===== src/rtl/adder_pkg.sv =====
// ----------------------------------------------------------------------------
// adder_pkg
// Shared constants for the pipelined adder/subtractor slice of the codebase.
//   DEFAULT_WIDTH  : default operand width in bits
//   DEFAULT_STAGES : default number of pipeline stages
//   mode_e         : operation select, MODE_ADD = 0, MODE_SUB = 1
// ----------------------------------------------------------------------------
package adder_pkg;

    localparam int DEFAULT_WIDTH  = 16;
    localparam int DEFAULT_STAGES = 4;

    typedef enum logic {
        MODE_ADD = 1'b0,
        MODE_SUB = 1'b1
    } mode_e;

endpackage


===== src/rtl/adder_slice.sv =====
// ----------------------------------------------------------------------------
// adder_slice
// Purely combinational SW-bit ripple-carry adder built from full adders.
// Ports:
//   i_a, i_b : SW-bit operands
//   i_cin    : carry into bit 0
//   o_sum    : SW-bit sum
//   o_cout   : carry out of bit SW-1
// ----------------------------------------------------------------------------
module adder_slice
    import adder_pkg::*;
#(
    parameter int SW = 4
) (
    input  logic [SW-1:0] i_a,
    input  logic [SW-1:0] i_b,
    input  logic          i_cin,
    output logic [SW-1:0] o_sum,
    output logic          o_cout
);

    logic [SW:0] w_carry;

    // Classic ripple chain: each bit produces its sum and the carry for the
    // next bit up; w_carry[i] is the carry entering bit i.
    always_comb begin
        w_carry    = '0;
        o_sum      = '0;
        w_carry[0] = i_cin;
        for (int i = 0; i < SW; i++) begin
            o_sum[i]       = i_a[i] ^ i_b[i] ^ w_carry[i];
            w_carry[i + 1] = (i_a[i] & i_b[i]) | (w_carry[i] & (i_a[i] ^ i_b[i]));
        end
    end

    assign o_cout = w_carry[SW];

endmodule


===== src/rtl/pipelined_adder_sub.sv =====
// ----------------------------------------------------------------------------
// pipelined_adder_sub
// Valid/ready pipelined adder/subtractor. Each of the STAGES stages adds one
// WIDTH/STAGES-bit slice; unconsumed operand bits travel forward with the
// operation and finished result slices accumulate alongside it, so the whole
// result emerges together after exactly STAGES cycles.
// Ports:
//   clk, rst            : clock, asynchronous active-high reset
//   in_valid / in_ready : input handshake (in_ready = !out_valid || out_ready)
//   A, B                : WIDTH-bit operands
//   C_in                : carry-in, add mode only
//   SUB                 : 0 -> A+B+C_in, 1 -> A-B (as A+~B+1)
//   out_valid/out_ready : output handshake
//   S_out               : sum or difference
//   C_out               : carry out of the MSB (1 = no borrow when subtracting)
//   OVF                 : two's-complement signed overflow
// ----------------------------------------------------------------------------
module pipelined_adder_sub
    import adder_pkg::*;
#(
    parameter int WIDTH  = DEFAULT_WIDTH,
    parameter int STAGES = DEFAULT_STAGES
) (
    input  logic             clk,
    input  logic             rst,
    input  logic             in_valid,
    output logic             in_ready,
    input  logic [WIDTH-1:0] A,
    input  logic [WIDTH-1:0] B,
    input  logic             C_in,
    input  logic             SUB,
    output logic             out_valid,
    input  logic             out_ready,
    output logic [WIDTH-1:0] S_out,
    output logic             C_out,
    output logic             OVF
);

    localparam int SW = WIDTH / STAGES;

    if ((WIDTH % STAGES) != 0 || WIDTH < 4) begin : g_paramCheck
        $error("pipelined_adder_sub: WIDTH must be >= 4 and a multiple of STAGES");
    end

    logic             w_adv;
    logic             w_isSub;
    logic             w_cEff;
    logic [WIDTH-1:0] w_bEff;

    // Subtraction is folded into addition up front so every stage is a plain
    // adder: invert B and force the carry-in, ignoring C_in.
    assign w_isSub = (mode_e'(SUB) == MODE_SUB);
    assign w_bEff  = w_isSub ? ~B : B;
    assign w_cEff  = w_isSub ? 1'b1 : C_in;

    // The whole pipeline moves as one unit; a stalled output freezes it all,
    // bubbles included.
    assign w_adv    = !out_valid || out_ready;
    assign in_ready = w_adv;

    for (genvar k = 0; k < STAGES; k++) begin : g_stage
        localparam int LO   = k * SW;
        localparam int REST = WIDTH - LO;

        logic [REST-1:0]    w_aIn;
        logic [REST-1:0]    w_bIn;
        logic               w_cIn;
        logic               w_load;
        logic [SW-1:0]      w_sliceSum;
        logic               w_sliceCout;
        logic [LO+SW-1:0]   w_sumNext;
        logic               r_valid;
        logic               r_carry;
        logic [LO+SW-1:0]   r_sum;

        // Stage 0 takes the live inputs; later stages take whatever the
        // previous stage carried forward.
        if (k == 0) begin : g_src
            assign w_aIn     = A;
            assign w_bIn     = w_bEff;
            assign w_cIn     = w_cEff;
            assign w_load    = in_valid;
            assign w_sumNext = w_sliceSum;
        end else begin : g_src
            assign w_aIn     = g_stage[k-1].g_keep.r_aRest;
            assign w_bIn     = g_stage[k-1].g_keep.r_bRest;
            assign w_cIn     = g_stage[k-1].r_carry;
            assign w_load    = g_stage[k-1].r_valid;
            assign w_sumNext = {w_sliceSum, g_stage[k-1].r_sum};
        end

        adder_slice #(
            .SW(SW)
        ) u_slice (
            .i_a    (w_aIn[SW-1:0]),
            .i_b    (w_bIn[SW-1:0]),
            .i_cin  (w_cIn),
            .o_sum  (w_sliceSum),
            .o_cout (w_sliceCout)
        );

        // Valid bit shifts on every advance; data registers only load when a
        // real operation arrives, so outputs keep their last value across
        // bubbles.
        always_ff @(posedge clk or posedge rst) begin
            if (rst) begin
                r_valid <= 1'b0;
                r_carry <= 1'b0;
                r_sum   <= '0;
            end else if (w_adv) begin
                r_valid <= w_load;
                if (w_load) begin
                    r_carry <= w_sliceCout;
                    r_sum   <= w_sumNext;
                end
            end
        end

        // Operand bits above this stage's slice ride along to later stages.
        if (k < STAGES - 1) begin : g_keep
            logic [REST-SW-1:0] r_aRest;
            logic [REST-SW-1:0] r_bRest;

            always_ff @(posedge clk or posedge rst) begin
                if (rst) begin
                    r_aRest <= '0;
                    r_bRest <= '0;
                end else if (w_adv && w_load) begin
                    r_aRest <= w_aIn[REST-1:SW];
                    r_bRest <= w_bIn[REST-1:SW];
                end
            end
        end

        // The carry into the MSB is recovered as a^b^sum at that bit, so the
        // overflow flag is that carry XOR the carry leaving the MSB.
        if (k == STAGES - 1) begin : g_last
            logic r_ovf;

            always_ff @(posedge clk or posedge rst) begin
                if (rst) begin
                    r_ovf <= 1'b0;
                end else if (w_adv && w_load) begin
                    r_ovf <= w_aIn[SW-1] ^ w_bIn[SW-1] ^ w_sliceSum[SW-1] ^ w_sliceCout;
                end
            end
        end
    end

    assign out_valid = g_stage[STAGES-1].r_valid;
    assign S_out     = g_stage[STAGES-1].r_sum;
    assign C_out     = g_stage[STAGES-1].r_carry;
    assign OVF       = g_stage[STAGES-1].g_last.r_ovf;

endmodule


===== config.mk =====
export PLATFORM = sky130hd
export DESIGN_NAME = pipelined_adder_sub
export DESIGN_NICKNAME = d
export VERILOG_FILES = /design/src/rtl/adder_pkg.sv /design/src/rtl/adder_slice.sv /design/src/rtl/pipelined_adder_sub.sv
export SDC_FILE = /design/constraint.sdc
export NUM_CORES = 1
export LEC_CHECK = 0
export ABC_CLOCK_PERIOD_IN_PS = 3640
export BUFFER_PORTS_ARGS = -buffer_cell sky130_fd_sc_hd__buf_2
export CORE_UTILIZATION = 53
export DETAILED_ROUTE_END_ITERATION = 16
export PLACE_DENSITY = 0.82
export SLEW_MARGIN = 25
export SYNTH_ARGS = -nofsm -noshare
export SYNTH_HDL_FRONTEND = slang
export SYNTH_HIERARCHICAL = 1
export SYNTH_SLANG_ARGS = --single-unit

===== constraint.sdc =====
create_clock -name clk -period 3.64 [get_ports clk]
set_clock_uncertainty 0.2 [all_clocks]
set_input_delay 0.546 -clock clk [delete_from_list [all_inputs] [get_ports clk]]
set_output_delay 0.546 -clock clk [all_outputs]
set_load 0.01 [all_outputs]

==> summary.md <==
| Metric | Value |
|---|---|
| Postcts setup bufs | `0` |
| Setup total negative slack | `0 ns` |
| Peak supply drop | `around 0.00031 V` |
| Syn_nets | `around 360` |
| IO Pins | `58` |
| Synth-to-Final Area Change | `12.0%` |
| Synth Area in Compound Gates | `under 10%` |
| Die height | `between 90 and 100 um` |
| Total track usage | `roughly 18%` |
| Lkg Pwr | `2.44 nW` |
| Layout cell share with drive strength beyond 1 | `around 45%` |
| Clock sink count | `97` |
| Crit-path cells | `fa_1 > inv_1 > fa_1 > inv_1 > fa_1 > inv_1 > fa_1 > inv_1 > xor2_1 > xnor2_1 > mux2_2` |
| Worst min path class | `primary input to asynchronous set/reset pin` |
| Cell Area, Placed | `between 0.004 and 0.005 sq mm` |
| CTS clock-pin slew for the worst setup and hold paths | `approximately 0.090 ns` |
| Nets | `a little over 400` |
| Initial Utilization | `54.6%` |
| First-pass iteration count of the detailed router | `4` |
| DRT Wirelength | `approximately 7.1 mm` |
| Sequential area share after synthesis | `54.3%` |
| Crit end category | `flip-flop` |
| Seq cells post-synth | `97` |
| Largest family of logic cells by synthesized area | `multiplexers` |
| CTS tree | `done` |
| Worst EP arrival | `just under 3 ns` |
| Vias/cell | `a little under 5` |
| Worst hold slack | `~0.12 ns` |
| Total CTS buffers | `9` |
| Hpwl dp | `slightly above 5 mm` |
| Rows | `33` |
| Gpl congestion | `about 0.75` |
| Crit path time final | `2.86 ns` |
| Worst-Margin Slew | `~0.79 ns` |
| Crit Path Category | `flip-flop to flip-flop` |
| Tcrit/Tclk final | `between 70% and 80%` |
| Max clock buf depth | `2` |
| Post-layout instance area | `0.00500 sq mm` |
| Initial antenna violation count | `0` |
| Synthesized area | `between 0.004 and 0.005 sq mm` |
| Maxcap violations | `0` |
| First-pass GRT wire length | `12.0 mm` |
| Hold Violations, Final | `0` |
| Max-slew violation count | `0` |
| RSZ-0062 raised after global routing | `false` |
| Iter 0 DRT Violations | `87` |
| Worst R2R Path Depth | `11` |
| CTS Hold Bufs | `0` |
| WL per Instance | `~15 um` |
| Max-slew headroom | `between 40% and 50%` |
| Post-synthesis cell count | `303` |
| Multiplexer area fraction after synthesis | `23.9%` |
| Yosys cell types | `21` |
| Status | `finished clean` |
| Yosys warning count | `6` |
| ANT nets after route | `0` |
| Vias in the first global route | `roughly 2500` |
| Root Driver | `clkbuf_8` |
| CTS H-tree lvls | `3` |
| Fmax | `approximately 350 MHz` |
| Power per cell area | `between 800 and 900 mW/mm^2` |
| Commonest non-fill, non-tap cell in the layout | `dfrtp_1` |
| Largest net degree at the start of global routing | `69` |
| Startpoint Class | `flip-flop` |
| Setup-failing EPs final | `0` |
| Data required, critical path | `approximately 3.7 ns` |
| XOR/XNOR Fraction of Synth Area | `under 10%` |
| Worst-Skew Late Latency | `0.37 ns` |
| Fraction of the mapped netlist area in simple logic gates | `under 10%` |
| Die W | `about 94 um` |
| Synth Area per Inst | `between 10 and 15 sq um` |
| GRT overflow | `0` |
| CP Max Fanout | `2` |
| Most frequent cells in the layout | `dfrtp_1 (97), buf_2 (57), mux2_2 (44)` |
| Port bufs | `between 50 and 60` |
| DRC | `0` |
| CTS resizes | `0` |
| Adder-cell share of the synthesized area | `roughly 7.2%` |
| ANT cells | `0` |
| Critical-path top delay cell | `dfrtp_1` |
| Crit path largest cell delay | `0.42 ns` |
| Die area | `0.00880 sq mm` |
| Core ar. | `roughly 0.0082 sq mm` |
| Via count | `about 2300` |
-- routing by layer --
layer	up-vias	GRT usage, %	part of all wire [%]
met1	1150	24.1	46
li1	1095	-	-
met2	46	28.5	48
met5	-	0	0
met3	11	5.34	4.0
met4	0	6.92	1.9
-- final timing paths --
kind	startpoint	endpoint	slack, ns
max	g_stage[2].g_keep.r_aRest[0]$_DFFE_PP0P_	OVF$_DFFE_PP0P_	0.78
min in group clk	A[7]	g_stage[0].g_keep.r_aRest[3]$_DFFE_PP0P_	0.20
min reg2reg	OVF$_DFFE_PP0P_	OVF$_DFFE_PP0P_	0.30
min	rst	S_out[7]$_DFFE_PP0P_	0.12
max in group asynchronous	rst	g_stage[0].g_keep.r_bRest[8]$_DFFE_PP0P_	2.39
max reg2reg	g_stage[2].g_keep.r_aRest[0]$_DFFE_PP0P_	OVF$_DFFE_PP0P_	0.78
-- power by group --
| group | leakage [nW] | switching (mW) | internal [mW] |
|---|---|---|---|
| clock | 0.104 | 0.352 | 0.400 |
| combinational | 1.22 | 0.736 | 1.04 |
| sequential | 1.12 | 0.324 | 1.58 |
| total | 2.44 | 1.41 | 3.02 |
-- critical path, delay by kind of cell (launching register included) --
family | cells | cell delay [ns]
buffers and inverters | 4 | 0.29
flip-flops | 1 | 0.42
multiplexers | 1 | 0.26
adder cells (fa/ha/maj) | 4 | 1.34
XOR/XNOR | 2 | 0.26
-- sequential cells by signal, indices dropped and copies added, names as in the netlist --
register	cells
out_valid	1
OVF	1
g_stage.r_sum	24
g_stage.g_keep.r_aRest	24
S_out	16
g_stage.r_carry	3
g_stage.g_keep.r_bRest	24
C_out	1
g_stage.r_valid	3
-- cell type report --
| cell class | instances | area [sq um] |
|---|---|---|
| well taps | 105 | 131 |
| clock inverters | 5 | 80.1 |
| clock buffers | 10 | 138 |
| repair buffers | 60 | 308 |
| fillers | 631 | 3170 |
| flip-flops and latches | 97 | 2430 |
| multi-input cells | 150 | 1750 |
| inverters | 43 | 164 |
-- cells in the mapped netlist --
library cell  count  area, sq um
nand2_4           1         11.3
a21oi_1          24          120
nand2_8           1         20.0
o21ai_0           2         10.0
inv_1            43          161
fa_1             16          320
buf_12            1         20.0
xnor2_1          14          123
buf_4             1         7.51
nand2_1           1         3.75
clkbuf_1          1         3.75
dfrtp_1          97         2430
xor2_1            5         43.8
or2_2             1         6.26
buf_2             3         15.0
nand2b_4          1         13.8
mux2_2           44          495
mux2_4           38          571
nand2_2           1         6.26
and2_4            1         8.76
buf_6             7         78.8
-- metrics by stage --
stage / util, % / cells / power [mW] / worst slack (ns)
6_report: 61.2 / 470 / 4.43 / 0.778
5_1_grt: 61.2 / 470 / 4.75 / 0.598
4_1_cts: 61.2 / 470 / 4.48 / 0.789
3_5_place_dp: 58.5 / 455 / 3.73 / 0.697
3_3_place_gp: 58.5 / 455 / 3.59 / 0.752
2_1_floorplan: - / 303 / 3.31 / 0.360
-- kinds of logic (layout without fill, tap and decap cells) --
logic type               count (synthesis)  count (layout)
flip-flops                              97              97
XOR/XNOR                                19              19
AND/OR/NAND/NOR                          7               7
adder cells (fa/ha/maj)                 16              16
buffers and inverters                   56             118
multiplexers                            82              82
AO/OA/AOI/OAI                           26              26
No activity file was read; power rests on OpenSTA's default activity.
